**src/rtl/calc_op_sequencer_pkg.sv**
```systemverilog
// Shared definitions for the switch calculator: operation codes, sequencer states
// and the default operand width.
package calc_op_sequencer_pkg;

    localparam int W_DEF = 4;

    typedef enum logic [1:0] {
        MODE_ADD = 2'd0,
        MODE_SUB = 2'd1,
        MODE_MUL = 2'd2,
        MODE_DIV = 2'd3
    } mode_e;

    typedef enum logic [1:0] {
        ST_IDLE  = 2'd0,
        ST_LATCH = 2'd1,
        ST_EXEC  = 2'd2,
        ST_DONE  = 2'd3
    } state_e;

    function automatic logic [3:0] mode_onehot(input logic [1:0] m);
        return 4'b0001 << m;
    endfunction

endpackage

```
**src/rtl/calc_op_sequencer_btn_sync.sv**
```systemverilog
// Button conditioner: multi-flop synchroniser for an active-low asynchronous input
// followed by a registered falling-edge detector giving a one-cycle press event.
module calc_btn_sync #(
    parameter int STAGES = 2
) (
    input  logic clock,
    input  logic reset,
    input  logic btn_n,
    output logic evt
);

    logic [STAGES-1:0] sync_q;
    logic              prev_q;
    logic              evt_q;

    generate
        for (genvar gi = 0; gi < STAGES; gi++) begin : g_sync
            if (gi == 0) begin : g_first
                always_ff @(posedge clock) begin
                    if (reset) sync_q[gi] <= 1'b1;
                    else       sync_q[gi] <= btn_n;
                end
            end else begin : g_rest
                always_ff @(posedge clock) begin
                    if (reset) sync_q[gi] <= 1'b1;
                    else       sync_q[gi] <= sync_q[gi-1];
                end
            end
        end
    endgenerate

    // Released level is 1, so a press is a 1 -> 0 transition of the synchronised signal.
    always_ff @(posedge clock) begin
        if (reset) begin
            prev_q <= 1'b1;
            evt_q  <= 1'b0;
        end else begin
            prev_q <= sync_q[STAGES-1];
            evt_q  <= prev_q & ~sync_q[STAGES-1];
        end
    end

    assign evt = evt_q;

endmodule

```
**src/rtl/calc_op_sequencer.sv**
```systemverilog
// Calculator sequencer: conditions the mode/result buttons, cycles the operating mode
// and runs add/sub in one cycle or mul/div as W-step shift-add / restoring iterations.
module calc_op_sequencer
    import calc_op_sequencer_pkg::*;
#(
    parameter int W           = W_DEF,
    parameter int SYNC_STAGES = 2
) (
    input  logic             clock,
    input  logic             reset,
    input  logic             btn_modo_n,
    input  logic             btn_res_n,
    input  logic [W-1:0]     operand_a,
    input  logic [W-1:0]     operand_b,
    output logic [1:0]       mode,
    output logic [3:0]       led_modo,
    output logic             busy,
    output logic             done,
    output logic [2*W-1:0]   result,
    output logic             led_alerta
);

    localparam int RW = 2 * W;
    localparam int CW = (W > 1) ? $clog2(W) : 1;

    logic mode_evt;
    logic res_evt;

    calc_btn_sync #(.STAGES(SYNC_STAGES)) u_sync_modo (
        .clock (clock),
        .reset (reset),
        .btn_n (btn_modo_n),
        .evt   (mode_evt)
    );

    calc_btn_sync #(.STAGES(SYNC_STAGES)) u_sync_res (
        .clock (clock),
        .reset (reset),
        .btn_n (btn_res_n),
        .evt   (res_evt)
    );

    state_e          state_q, state_d;
    logic [1:0]      mode_q, mode_d;
    logic [3:0]      led_q;
    logic [1:0]      op_q, op_d;
    logic [W-1:0]    a_q, a_d;
    logic [W-1:0]    b_q, b_d;
    logic [RW-1:0]   acc_q, acc_d;
    logic [RW-1:0]   mcand_q, mcand_d;
    logic [W-1:0]    mplr_q, mplr_d;
    logic [W-1:0]    rem_q, rem_d;
    logic [W-1:0]    quo_q, quo_d;
    logic [CW-1:0]   cnt_q, cnt_d;
    logic [RW-1:0]   result_q, result_d;
    logic            alert_q, alert_d;

    // One iteration of each multi-cycle operation, evaluated from the current registers.
    logic [RW-1:0]   mul_acc_step;
    logic [W:0]      div_shift;
    logic [W:0]      div_trial;
    logic            div_fits;
    logic [W-1:0]    div_rem_step;
    logic [W-1:0]    div_quo_step;
    logic            last_iter;

    always_comb begin
        mul_acc_step = mplr_q[0] ? (acc_q + mcand_q) : acc_q;
        div_shift    = {rem_q, quo_q[W-1]};
        div_trial    = div_shift - {1'b0, b_q};
        div_fits     = ~div_trial[W];
        div_rem_step = div_fits ? div_trial[W-1:0] : div_shift[W-1:0];
        div_quo_step = {quo_q[W-2:0], div_fits};
        last_iter    = (cnt_q == CW'(W - 1));
    end

    always_comb begin
        state_d  = state_q;
        mode_d   = mode_q;
        op_d     = op_q;
        a_d      = a_q;
        b_d      = b_q;
        acc_d    = acc_q;
        mcand_d  = mcand_q;
        mplr_d   = mplr_q;
        rem_d    = rem_q;
        quo_d    = quo_q;
        cnt_d    = cnt_q;
        result_d = result_q;
        alert_d  = alert_q;

        case (state_q)
            ST_IDLE: begin
                // A result request takes priority; a coincident mode press is dropped.
                if (res_evt) begin
                    state_d = ST_LATCH;
                end else if (mode_evt) begin
                    mode_d = mode_q + 2'd1;
                end
            end
            ST_LATCH: begin
                a_d     = operand_a;
                b_d     = operand_b;
                op_d    = mode_q;
                cnt_d   = '0;
                acc_d   = '0;
                mcand_d = RW'(operand_a);
                mplr_d  = operand_b;
                rem_d   = '0;
                quo_d   = operand_a;
                state_d = ST_EXEC;
            end
            ST_EXEC: begin
                case (op_q)
                    MODE_ADD: begin
                        result_d = RW'(a_q) + RW'(b_q);
                        alert_d  = 1'b0;
                        state_d  = ST_DONE;
                    end
                    MODE_SUB: begin
                        if (a_q >= b_q) begin
                            result_d = RW'(a_q - b_q);
                            alert_d  = 1'b0;
                        end else begin
                            result_d = RW'(b_q - a_q);
                            alert_d  = 1'b1;
                        end
                        state_d = ST_DONE;
                    end
                    MODE_MUL: begin
                        acc_d   = mul_acc_step;
                        mcand_d = mcand_q << 1;
                        mplr_d  = mplr_q >> 1;
                        cnt_d   = cnt_q + 1'b1;
                        if (last_iter) begin
                            result_d = mul_acc_step;
                            alert_d  = 1'b0;
                            state_d  = ST_DONE;
                        end
                    end
                    default: begin
                        // Divide by zero still iterates so the latency never changes.
                        rem_d = div_rem_step;
                        quo_d = div_quo_step;
                        cnt_d = cnt_q + 1'b1;
                        if (last_iter) begin
                            if (b_q == '0) begin
                                result_d = '0;
                                alert_d  = 1'b1;
                            end else begin
                                result_d = {div_rem_step, div_quo_step};
                                alert_d  = 1'b0;
                            end
                            state_d = ST_DONE;
                        end
                    end
                endcase
            end
            default: begin
                state_d = ST_IDLE;
            end
        endcase
    end

    always_ff @(posedge clock) begin
        if (reset) begin
            state_q  <= ST_IDLE;
            mode_q   <= MODE_ADD;
            led_q    <= 4'b0001;
            op_q     <= MODE_ADD;
            a_q      <= '0;
            b_q      <= '0;
            acc_q    <= '0;
            mcand_q  <= '0;
            mplr_q   <= '0;
            rem_q    <= '0;
            quo_q    <= '0;
            cnt_q    <= '0;
            result_q <= '0;
            alert_q  <= 1'b0;
        end else begin
            state_q  <= state_d;
            mode_q   <= mode_d;
            led_q    <= mode_onehot(mode_q);
            op_q     <= op_d;
            a_q      <= a_d;
            b_q      <= b_d;
            acc_q    <= acc_d;
            mcand_q  <= mcand_d;
            mplr_q   <= mplr_d;
            rem_q    <= rem_d;
            quo_q    <= quo_d;
            cnt_q    <= cnt_d;
            result_q <= result_d;
            alert_q  <= alert_d;
        end
    end

    assign mode       = mode_q;
    assign led_modo   = led_q;
    assign busy       = (state_q == ST_LATCH) || (state_q == ST_EXEC);
    assign done       = (state_q == ST_DONE);
    assign result     = result_q;
    assign led_alerta = alert_q;

endmodule

```
**config.mk**
```make
export PLATFORM = sky130hd
export DESIGN_NAME = calc_op_sequencer
export DESIGN_NICKNAME = d
export VERILOG_FILES = /design/src/rtl/calc_op_sequencer_pkg.sv /design/src/rtl/calc_op_sequencer_btn_sync.sv /design/src/rtl/calc_op_sequencer.sv
export SDC_FILE = /design/constraint.sdc
export NUM_CORES = 1
export LEC_CHECK = 0
export CORE_UTILIZATION = 25
export CTS_BUF_LIST = sky130_fd_sc_hd__clkbuf_16
export DETAILED_ROUTE_END_ITERATION = 7
export PLACE_DENSITY = 0.48
export SYNTH_ARGS = -nofsm -noshare
export SYNTH_HDL_FRONTEND = slang
export SYNTH_SLANG_ARGS = --single-unit
```
**constraint.sdc**
```tcl
create_clock -name clock -period 4.9 [get_ports clock]
set_input_delay 0.735 -clock clock [delete_from_list [all_inputs] [get_ports clock]]
set_output_delay 0.735 -clock clock [all_outputs]
set_load 0.005 [all_outputs]
```
## After elaboration in Yosys (flattened, before gate mapping)

Cells that the tools add are included.

- Register bits: 65
- Bits in latches: 0
- RAM bits: 0
- Memory bits (read-only): 0
- Bits of input ports: 12
- Output and inout port bits: 17
- Logic and storage cells: 91
- Memories kept: 0

- Add/sub/neg operators: 7
- $mul: 0
- Div/mod/pow operators: 0
- Order comparisons: 1
- Eq/ne operators: 12
- Shift operators: 1
- Muxes and demuxes: 28
- Bitwise gates (word level): 6
- Reductions and logical operators: 14

Operators with widths:

| operator | count |
|---|---|
| $mux 8 | 7 |
| $pmux 8 s2 | 2 |
| $pmux 4 s2 | 3 |
| $pmux 8 s3 | 1 |
| $mux 4 | 4 |
| $sub 4x4->5 | 2 |
| $add 8x8->8 | 1 |
| $eq 2x2->1 const B | 4 |
| $mux 2 | 4 |
| $reduce_and 2->1 | 4 |
| $ne 2x2->1 const B | 3 |
| $pmux 2 s3 | 1 |
| $reduce_and 3->1 | 2 |
| $add 4x4->5 | 1 |
| $sub 5x4->5 | 1 |
| $add 2x1->2 const B | 2 |
| $eq 2x1->1 const B | 2 |
| $ge 4x4->1 | 1 |
| $logic_not 2->1 | 2 |
| $logic_not 4->1 | 1 |
| $mux 1 | 4 |
| $ne 2x1->1 const B | 2 |
| $not 1->1 | 4 |
| $pmux 2 s2 | 1 |
| other kinds (9) | 10 |

## Longest topological paths before layout

- Word-level depth: 5
- Gate-level depth with buffers: 10
- Depth with buffers taken out: 10

## Hierarchy

Synthesis repeated with hierarchy kept, for this count alone.

- Cell total of the unflattened synthesis: 433
- Area total of the unflattened synthesis: 3728.6 um^2

Modules (own cells, without submodules):

| module | instances | cells each | area each (um^2) | sequential area each (um^2) |
|---|---|---|---|---|
| calc_op_sequencer | 1 | 417 | 3515.9 | 1141.1 |
| calc_btn_sync | 2 | 8 | 106.4 | 80.1 |

## Worst setup path before layout

No wires, ideal clock.

- Kind: reg-to-reg
- Start point: register b_q[0]
- End point: register result_q[4] (netlist: result[4])
- Setup time: 0.086 ns
- Arrival: 2.149 ns
- Data required time: 4.814 ns
- Setup slack: 2.665 ns
- Stages on the path, launching flop included: 9
- Path buffers: 0
- Cell sequence: dfxtp_1 > ha_1 > inv_1 > fa_1 > a21oi_1 > or3b_1 > a211oi_1 > o21ai_0 > a211oi_1

- Longest elaborated chain between the ends: 5
- Elaborated cells on any way between the ends: 11
- Classes of those cells: add/sub: 4; order compare: 1; mux: 5; reduce/logical: 1

RTL lines:

| what | line | RTL |
|---|---|---|
| start: declaration | calc_op_sequencer.sv:48 | `logic [W-1:0] b_q, b_d;` |
| start signal: assignment | calc_op_sequencer.sv:172 | `b_q <= '0;` |
| start signal: assignment | calc_op_sequencer.sv:187 | `b_q <= b_d;` |
| $sub 5x4->5 | calc_op_sequencer.sv:70 | `div_trial = div_shift - {1'b0, b_q};` |
| $mux 4 | calc_op_sequencer.sv:72 | `div_rem_step = div_fits ? div_trial[W-1:0] : div_shift[W-1:0];` |
| $mux 8 | calc_op_sequencer.sv:147 | `if (b_q == '0) begin` |
| $mux 8 | calc_op_sequencer.sv:146 | `if (last_iter) begin` |
| $pmux 8 s3 (*) | calc_op_sequencer.sv:114 | `case (op_q)` |
| end signal: assignment | calc_op_sequencer.sv:194 | `result_q <= result_d;` |
| end: declaration | calc_op_sequencer.sv:55 | `logic [RW-1:0] result_q, result_d;` |

Mark *: on every way between the ends. The rest lies on a longest branch, timed or not. The select of a mux whose other input is x is not followed.
A chain may end at the register's enable or synchronous reset.

## Worst setup path after layout

Same ends and word-level chain as after synthesis.

==> impl_metrics.py <==
metrics = {
    "status": {
        "status": "completed",
    },
    "flow_run": {
        "drv_cap": 0,
    },
    "clocking": {
        "holdBufCountCts": 0,
        "clk_latency_ns": 0.34,
        "cts_resized": 0,
        "numCtsBuffers": 9,
        "clk_pin_slew_ns": 0.06,
        "tritoncts": "done",
        "cts.sinks": 65,
        "htree_levels": 3,
        "clock_path_buffers": 2,
        "post_cts_buffers": 0,
        "root_buffer": "clkbuf_16",
    },
    "sta": {
        "worstMarginPinSlew_ns": 0.909,
        "fin_crit_ns": 2.82,
        "finalSetupTns_ns": 0,
        "slew_headroom_pct": 37.8,
        "fin_crit_sh_pct": 57.5,
        "hold_ws_ns": 0.407,
        "setup_viol": 0,
        "fin_worst_skew_ns": 0.00622,
        "hold_viol": 0,
        "timing.fmax_ghz": 0.355,
        "finalMaxSlewViolations": 0,
        "rsz0062_at_grt": "false",
    },
    "yosys": {
        "synth_fa_ha_area_share_pct": 12.5,
        "synth_most_common_cell": "dfxtp_1",
        "synth.largest_area_cell": "dfxtp_1",
        "yosysUniqueCellTypes": 56,
        "ys_warn_count": 0,
        "syn_area_um2": 3690,
        "synth_ff_type": "dfxtp_1",
        "syn_nets": 477,
        "synth.top_cells.by_count": "dfxtp_1 (65), nor2_1 (50), a21oi_1 (36)",
        "synth_top_area_share_pct": 35.3,
        "avgSynthCellArea_um2": 8.56,
        "yosys.area_share.simple_pct": 17.9,
        "synth_xor_area_share_pct": 2.64,
        "seq_area_frac_synth_pct": 35.3,
        "synth_top_family_by_area": "compound AO/OA/AOI/OAI gates",
        "synth_cells": 431,
        "synthMuxAreaShare_pct": 7.29,
        "synth-async-reset-ratio_pct": 0,
        "synth_edf_count": 0,
        "synth_seq_cells": 65,
        "ys_top_cells_by_area": "dfxtp_1 (35%), ha_1 (9.8%), mux2i_1 (6.0%)",
        "synth-compound-area-share_pct": 18.8,
    },
    "global_routing": {
        "globalRoute.totalOverflow": 0,
        "grt_max_degree": 35,
        "grt_pass1_vias": 2889,
        "antenna_found_initial": 0,
        "grtUsageTotal_pct": 13.4,
        "grt_pass1_wl_um": 15100,
    },
    "power_and_ir_drop": {
        "power.internal_mw": 1.21,
        "p_sw_share_pct": 35.1,
        "p_switching_mw": 0.654,
        "clkPwrFrac_pct": 33.1,
        "ir_worst_vdd_v": 0.000176,
        "seq_power_share_pct": 35.3,
        "pwr-share-comb_pct": 31.6,
        "p_per_area_nw_per_um2": 423,
        "p_leak_nw": 1.65,
    },
    "die": {
        "die_w_um": 124,
        "die_h_um": 124,
        "die_area_um2": 15300,
        "coreArea_um2": 14500,
        "top_level_ports": 29,
        "fp-row-count": 44,
        "initial_core_util_pct": 25.5,
    },
    "critical_path": {
        "timing.critical_path.required_ns": 5.15,
        "critPathArrivalTime_ns": 3.07,
        "crit_path_end_kind": "register",
        "crit_type": "reg -> reg",
        "ff2ff_setup_slack_ns": 2.08,
        "crit_fanout": 6,
        "start_kind": "register",
    },
    "drt": {
        "ant_nets": 0,
        "drt_iter0_drc": 213,
        "wl_per_cell_um": 14.9,
        "via_per_inst": 4.77,
        "finalWirelength_um": 9510,
        "vias": 3050,
        "dr.pass1.iters": 5,
        "drc": 0,
    },
    "cells_and_area": {
        "nNetsFinal": 496,
        "area_growth_syn_to_layout_pct": 19.2,
        "diodes": 0,
        "layout-drive-gt1-share_pct": 8.13,
    },
    "worst_hold_path": {
        "hold_class": "reg -> reg",
    },
    "placement": {
        "port-buffer-count": 28,
        "gp_congestion": 0.780,
        "dp_hpwl_um": 7140,
    },
}
critical path: stages (launching register included):
cell and delay, ns:
dfxtp_1 0.49, ha_1 0.28, inv_1 0.09, fa_1 0.41
a21oi_1 0.15, or3b_1 0.35, a211oi_1 0.56, o21ai_0 0.19
a211oi_1 0.21
cell type report:
type | count | area [um^2]
repair buffers | 30 | 290
inverters | 29 | 109
fillers | 1538 | 10100
clock buffers | 9 | 225
flip-flops and latches | 65 | 1300
multi-input cells | 315 | 2180
well taps | 184 | 230
clock inverters | 7 | 60.1
sequential cells by signal, indices dropped and copies added (netlist names):
signal,cells
u_sync_res.evt,1
u_sync_modo.evt,1
result,8
u_sync_modo.sync_q,2
led_alerta,1
quo_q,4
mode,2
cnt_q,2
mcand_q,8
mplr_q,4
led_modo,4
state_q,2
rem_q,4
acc_q,8
u_sync_res.prev_q,1
a_q,4
b_q,4
u_sync_res.sync_q,2
u_sync_modo.prev_q,1
op_q,2
kinds of logic after synthesis:
kind of cell / Yosys count
xor+xnor: 9
buf+inv: 51
mux: 26
flops: 65
fa+ha+maj: 34
compound gates: 105
simple gates: 141
final timing paths:
path | start | endpoint | cells after the start
worst max-delay path | b_q[0]$_SDFFE_PP0P_ | result[4]$_SDFFE_PP0P_ | 8
worst min-delay path | u_sync_modo.sync_q[0]$_SDFF_PP1_ | u_sync_modo.sync_q[1]$_SDFF_PP1_ | 1
worst max register to register | b_q[0]$_SDFFE_PP0P_ | result[4]$_SDFFE_PP0P_ | 8
worst min register to register | u_sync_modo.sync_q[0]$_SDFF_PP1_ | u_sync_modo.sync_q[1]$_SDFF_PP1_ | 1
placed cells by master (no fill, tap or decap), types with 2 or more instances in the layout:
cell type        instances
o21a_1                   3
buf_4                    2
clkinv_4                 2
a211oi_1                16
a21oi_1                 36
a211o_1                  2
or2_2                    8
clkdlybuf4s50_1         27
o31ai_1                  2
nor3_1                   9
o311ai_0                 2
and3_1                   2
o21ai_0                 12
a21o_1                   5
nor2_1                  50
dfxtp_1                 65
clkbuf_16                9
a311oi_1                 2
nand2_1                 31
nand2b_1                 5
o221ai_1                 2
inv_1                   29
mux2i_1                 22
fa_1                     5
a22oi_1                  2
ha_1                    29
o22ai_1                  3
o21ai_1                  2
nand3_1                 17
a32oi_1                  2
a2111oi_0                3
a21oi_2                  2
xnor2_1                  7
inv_6                    4
or4_1                    2
nor2b_1                  9
mux2_2                   3
routing by layer:
layer | global-route usage [%] | share of wire (%) | routed length, um
met4 | 4.82 | 1.7 | 164
met5 | 0 | 0 | 0
met3 | 3.64 | 4.6 | 433
met1 | 17.7 | 48 | 4520
met2 | 20.7 | 46 | 4390
stage by stage:
| stage | instance area, um^2 | setup slack [ns] | std cells | utilization (%) | total power, mW |
|---|---|---|---|---|---|
| 6_report | 4400 | 2.08 | 639 | 30.4 | 1.86 |
| 5_1_grt | 4400 | 1.86 | 639 | 30.4 | 1.98 |
| 4_1_cts | 4400 | 2.09 | 639 | 30.4 | 1.89 |
| 3_5_place_dp | 4120 | 2.12 | 623 | 28.4 | 1.26 |
| 3_3_place_gp | 4120 | 2.09 | 623 | 28.4 | 1.25 |
| 2_1_floorplan | 3690 | 2.67 | 431 | - | 1.10 |
power by group through the flow:
stage               Sequential (mW)  Clock (mW)  Combinational, mW
floorplan                     0.640           0              0.457
global placement              0.667           0              0.585
detailed placement            0.670           0              0.589
CTS                           0.659       0.635              0.592
global route                  0.668       0.659              0.657
finish                        0.657       0.615              0.589
No activity file was read; power rests on OpenSTA's default activity.
